File: src/rtl/onehot10_bcd_encoder.sv
// Ten-line key encoder: sync + debounce, one 4-bit code per press (BCD, or excess-3 with XS3_OUT_EN).
// Latency: code_valid rises STABLE_CYCLES+2 edges after key_in goes nonzero; code held until code_ready.
// Backpressure: valid/ready; a pending code is never withdrawn, and err is a single-cycle pulse.
module onehot10_bcd_encoder #(
  parameter int STABLE_CYCLES = 4
) (
  input  logic       clk,
  input  logic       rst_n,
  input  logic [9:0] key_in,
  input  logic       code_ready,
  output logic [3:0] code_out,
  output logic       code_valid,
  output logic       err,
  output logic       busy
);

  typedef enum logic [1:0] {IDLE, SETTLE, HOLD, RELEASE} state_t;

  localparam logic [7:0] LAST = 8'(STABLE_CYCLES - 1);

  state_t     state;
  logic [9:0] key_m;
  logic [9:0] key_s;
  logic [9:0] key_cap;
  logic [7:0] cnt;
  logic       cap_onehot;
  logic [3:0] code_nxt;

  function automatic logic [3:0] bit_index(input logic [9:0] k);
    logic [3:0] idx;
    idx = 4'd0;
    for (int i = 0; i < 10; i++) begin
      if (k[i]) idx = 4'(i);
    end
    return idx;
  endfunction

  assign cap_onehot = (key_cap != 10'd0) && ((key_cap & (key_cap - 10'd1)) == 10'd0);

`ifdef XS3_OUT_EN
  assign code_nxt = bit_index(key_cap) + 4'd3;
`else
  assign code_nxt = bit_index(key_cap);
`endif

  assign busy = (state != IDLE);

  always_ff @(posedge clk or negedge rst_n) begin
    if (!rst_n) begin
      key_m      <= '0;
      key_s      <= '0;
      key_cap    <= '0;
      cnt        <= '0;
      code_out   <= '0;
      code_valid <= 1'b0;
      err        <= 1'b0;
      state      <= IDLE;
    end else begin
      key_m <= key_in;
      key_s <= key_m;
      err   <= 1'b0;
      case (state)
        IDLE: begin
          if (key_s != 10'd0) begin
            key_cap <= key_s;
            cnt     <= 8'd1;
            state   <= SETTLE;
          end
        end
        SETTLE: begin
          if (key_s == 10'd0) begin
            state <= IDLE;
          end else if (key_s != key_cap) begin
            key_cap <= key_s;
            cnt     <= 8'd1;
          end else if (cnt < LAST) begin
            cnt <= cnt + 8'd1;
          end else if (cap_onehot) begin
            code_out   <= code_nxt;
            code_valid <= 1'b1;
            state      <= HOLD;
          end else begin
            err   <= 1'b1;
            cnt   <= 8'd0;
            state <= RELEASE;
          end
        end
        HOLD: begin
          // Key activity is ignored here; only the handshake releases the code.
          if (code_ready) begin
            code_valid <= 1'b0;
            cnt        <= 8'd0;
            state      <= RELEASE;
          end
        end
        RELEASE: begin
          if (key_s != 10'd0) begin
            cnt <= 8'd0;
          end else if (cnt >= LAST) begin
            cnt   <= 8'd0;
            state <= IDLE;
          end else begin
            cnt <= cnt + 8'd1;
          end
        end
        default: state <= IDLE;
      endcase
    end
  end

endmodule

File: config.mk
export PLATFORM = sky130hd
export DESIGN_NAME = onehot10_bcd_encoder
export DESIGN_NICKNAME = d
export VERILOG_FILES = /design/src/rtl/onehot10_bcd_encoder.sv
export SDC_FILE = /design/constraint.sdc
export NUM_CORES = 1
export LEC_CHECK = 0
export CAP_MARGIN = 25
export CORE_ASPECT_RATIO = 0.75
export CORE_MARGIN = 2
export CORE_UTILIZATION = 45
export DETAILED_ROUTE_END_ITERATION = 12
export MAX_ROUTING_LAYER = met4
export PLACE_DENSITY = 0.68
export SETUP_SLACK_MARGIN = 0.05
export SKIP_CTS_REPAIR_TIMING = 1
export SLEW_MARGIN = 15
export SYNTH_ARGS = -nofsm -noshare
export SYNTH_HDL_FRONTEND = slang
export SYNTH_SLANG_ARGS = --single-unit
File: constraint.sdc
create_clock -name clk -period 2.5 [get_ports clk]
set_clock_uncertainty 0.2 [all_clocks]
set_input_delay 0.5 -clock clk [delete_from_list [all_inputs] [get_ports clk]]
set_output_delay 0.5 -clock clk [all_outputs]
set_load 0.1 [all_outputs]
# After elaboration in Yosys (flattened, before gate mapping)
# Index checks and enable logic that the tools add are counted.
# word_totals
ff_bits	46
out_inout_bits	7
elab_cells	88
# op_classes
reduce_logical	14
n_lt_le_gt_ge	2
n_bitwise	4
add_sub_neg	2
muxes	42
eq_ne	16
# ops
op	count
2-to-1 mux 8 bit	8
one-hot mux 8 bit (4 select lines)	1
2-to-1 mux 10 bit	3
2-to-1 mux 4 bit	7
logical NOT 10 bit	2
one-hot mux 10 bit (2 select lines)	1
nonzero test 10 bit	2
!= test 2 bit, second input constant	9
2-to-1 mux 2 bit	8
2-to-1 mux 1 bit	12
AND reduction 6 bit	2
bitwise AND 10 bit	1
!= test 10 bit	1
subtractor 10 x 1 -> 10 bit, second input constant	1
adder 8 x 1 -> 8 bit, second input constant	1
greater-or-equal comparator 8 x 2 -> 1 bit, second input constant	1
< comparator 8 x 2 -> 1 bit, second input constant	1
one-hot mux 2 bit (4 select lines)	1
AND reduction 4 bit	2
!= test 3 bit, second input constant	2
nonzero test 2 bit	3
AND reduction 5 bit	1
== test 2 bit, second input constant	2
!= test 4 bit, second input constant	1
other kinds (5)	7

# Depth between registers and ports, before layout
# logic_depth
depth_word	9
mapped_depth	7
mapped_depth_nobuf	7

# Worst setup path after synthesis
# Ideal clock, no wire load.
# synth_path
path_kind	reg2reg
from	register key_cap[2]
to	register code_out[0]
period_less_slack_ns	2.520
slack_ns	-0.020
stages_incl_launch_ff	6
arrival_ns	2.195
t_required_ns	2.175
path_cell_list	dfrtp_1 > or4_1 > o311ai_0 > o311ai_2 > nor4b_4 > mux2_2
# synth_via
elab_chain_cells	8
# synth_lines
element	line_no	source
from (decl)	24	logic [9:0] key_cap;
from (signal assigned)	65	key_cap <= key_s;
from (signal assigned)	74	key_cap <= key_s;
branches (longest 8 deep; another with subtractor 10 x 1 -> 10 bit)	n/a	
to (signal assigned)	79	code_out <= code_nxt;
to (decl)	11	output logic [3:0] code_out,
# Several ways; the timed one is not identified.
# A chain may end at the register's enable or synchronous reset.

# Worst setup path after layout
# layout_path
from	register key_cap[2]
to	register cnt[5]
# layout_via
elab_chain_cells	6
# layout_lines
element	line_no	source
subtractor 10 x 1 -> 10 bit	38	assign cap_onehot = (key_cap != 10'd0) && ((key_cap & (key_cap - 10'd1)) == 10'd0);
bitwise AND 10 bit	38	
logical NOT 10 bit	38	
logical AND 1 bit	38	
!= test 4 bit (no line)	n/a	
AND reduction 4 bit (no line)	n/a	
to (signal assigned)	77	cnt <= cnt + 8'd1;
to (signal assigned)	103	cnt <= cnt + 8'd1;
to (decl)	25	logic [7:0] cnt;
# Parallel ways exist; a longest one is shown, timed or not. The select of a mux whose other input is x is not followed.

==> summary.md <==
| Metric | Value |
|---|---|
| Post-synth ARST share | 1.00 |
| Final nets | roughly 220 |
| Antenna Cells | 0 |
| Htree depth | 2 |
| Total track usage | 0.192 |
| CTS tree | yes |
| Multi-input logic area | between 800 and 900 µm² |
| Hold Crit Class | input pin to async pin |
| Clock sinks | between 40 and 50 |
| Outcome | complete, but fails checks |
| I/O pin total | 20 |
| CP startpoint | key_cap[2]$_DFFE_PN0P_ |
| Vias per inst | ~5.4 |
| PD cells | 547 mW/mm² |
| Slew Viols, Final | 0 |
| Synthesis Warnings | 0 |
| Total power draw | approximately 1.4 mW |
| Min Hold Slack | between 80 and 90 ps |
| Mapped Area | slightly below 0.002 mm² |
| Vias in the first global route | 1414 |
| Root Buffer | clkbuf_8 |
| Area added between synthesis and finish | 33.2% |
| WS Path Type | flop to flop |
| Bufs on Longest Clock Path | 2 |
| Measured slew at the worst slew-check pin | around 570 ps |
| Worst setup path end | cnt[5]$_DFFE_PN0P_ |
| DR iter-0 viols | 84 |
| Sequential cell area | 0.00115 mm² |
| Distinct cells, synth | 40 |
| Failing checks | setup timing |
| Final WS setup | -18.3 ps |
| Slew headroom | 0.618 |
| Post-DRT Antenna Nets | 0 |
| TritonCTS Buffers | 5 |
| Commonest non-fill, non-tap cells in the layout | 44 x dfrtp_1, 30 x buf_4, 14 x mux2_2, 11 x nor2_1, 11 x clkdlybuf4s50_1 |
| Sequential-to-total area share from yosys stat | 0.585 |
| Crit Reg-Reg Endpoint | cnt[5]$_DFFE_PN0P_ |
| Critical path peak fanout | 9 |
| Avg WL per Cell | around 16 µm |
| Chip Height | just over 60 µm |
| Maximum vdd ir drop | 373 µV |
| Antenna violations before repair | 0 |
| Final GP Congestion | approximately 0.91 |
| Detailed placement HPWL | between 2 and 3 mm |
| FF+latch count, synth | 46 |
| DR vias | about 1400 |
| First-pass GRT wire length | about 6.8 mm |
| Clk Latency, worst-skew pair | between 200 and 300 ps |
| Final setup fails | 2 |
| Routed WL | ~4.2 mm |
| Critical R2R Launch | key_cap[2]$_DFFE_PN0P_ |
| Startpoint Class | flop |
| Period minus WS final | 2520 ps |
| Synth Flop Type | dfrtp_1 |
| IO Port Bufs | 19 |
| RSZ-0062 raised after global routing | true |
| Post-Syn Instances | 160 |
| Layout fillers | between 300 and 400 |
| Rows | 20 |
| Layout cells sized above 1 | 0.368 |
| Period utilization | 1.01 |
| Initial core utilization | 0.476 |
| Max Clk Rate | 0.397 GHz |
| Pin count of the biggest net entering global routing | 47 |
| Syn Nets | between 150 and 200 |
| DRC violations left | 0 |
| Die footprint | 0.00492 mm² |
| Max-Cap Viols | 0 |
| Clock Pin Slew Worst Setup and Hold Paths | around 80 ps |
| DIE WIDTH | 80.3 µm |
| LEAKAGE | approximately 1.2 nW |
| Number of synthesized flops with an enable pin | 0 |
| Core Area | 0.00413 mm² |
| Worst R2R Path Depth | 6 |
| Flop-to-flop setup slack | -20 ps |
| GR Overflow Total | 0 |
| Crit end category | flop |
| Drt pass-1 iters | 4 |
| Mean Syn Cell Area | ~12 µm² |
| CP arrival | ~2500 ps |
| Final Hold Viols | 0 |
| Most common cell after layout, fill and taps aside | dfrtp_1 |
| Worst path required time | 2520 ps |
through the flow:
stage	instance area [µm²]	worst slack (ps)	cells	setup TNS [ps]	util
detailed placement	2350	-171	249	-882	0.570
finish	2620	-18.3	264	-23.9	0.635
floorplan	1980	49.7	160	0	-
global placement	2350	-69.5	249	-278	0.570
CTS	2460	-196	257	-1100	0.597
global route	2620	-79.5	264	-386	0.635
worst min path at each step:
| stage | end | slack, ps | depth (start not counted) |
|---|---|---|---|
| final | key_cap[2]$_DFFE_PN0P_ | 90 | 2 |
| after global placement | key_s[4]$_DFF_PN0_ | 130 | 0 |
| after detailed placement | key_s[1]$_DFF_PN0_ | 140 | 0 |
| after CTS | cnt[2]$_DFFE_PN0P_ | 110 | 2 |
| after floorplan | async pin | 4 | 0 |
| after global routing | key_m[1]$_DFF_PN0_ | 130 | 2 |
power breakdown:
group          internal, mW  total, mW  switching, mW
Sequential            0.768      0.792         0.0235
Combinational        0.0575      0.113         0.0554
Clock                 0.298      0.529          0.231
logic make-up (layout without fill, tap and decap cells):
family | Yosys count | count (layout) | synth area share
simple gates | 53 | 53 | 0.161
compound gates | 26 | 26 | 0.0961
xor+xnor | 10 | 10 | 0.0445
flops | 46 | 46 | 0.585
fa+ha+maj | 3 | 3 | 0.0165
mux | 14 | 14 | 0.0802
buf+inv | 8 | 57 | 0.0165
critical path: stages, from the launching register on:
cell	delay [ps]
dfrtp_2	450
or4_4	590
o311ai_4	360
nor4b_4	90
buf_6	150
or4_4	480
a21boi_2	140
registers in the layout, summed over array words and instances, names as in the netlist, named ones only:
| signal | count |
|---|---|
| cnt | 8 |
| code_out | 4 |
| key_m | 10 |
| code_valid | 1 |
| key_s | 10 |
| state | 1 |
| key_cap | 10 |
| err | 1 |
final cells by class:
cell class / instances / area share
clock buffers: 6 / 0.0277
clock inverters: 2 / 0.0143
inverters: 5 / 0.00716
multi-input cells: 106 / 0.342
flip-flops and latches: 46 / 0.440
well taps: 55 / 0.0263
repair buffers: 44 / 0.142
synth_stat cells (all sizes together), types with 3 or more instances:
library cell  count  area (µm²)
o21ai             6        30.0
inv               5        18.8
nor4              8        50.1
nand2b            3        18.8
and2              4        25.0
o31ai             3        22.5
nand2             5        18.8
nand3             4        20.0
nor2             11        41.3
xor2             10        87.6
dfrtp            46        1150
or4               4        30.0
a21oi             5        25.0
mux2             14         158
layer usage:
layer,wire [µm],vias to the layer above,track usage
li1,-,679,-
met5,0,-,-
met2,1980,35,0.306
met1,2030,712,0.252
met4,28,0,0.0581
met3,165,4,0.0396
Note: power is estimated with default switching activity, not from simulation.
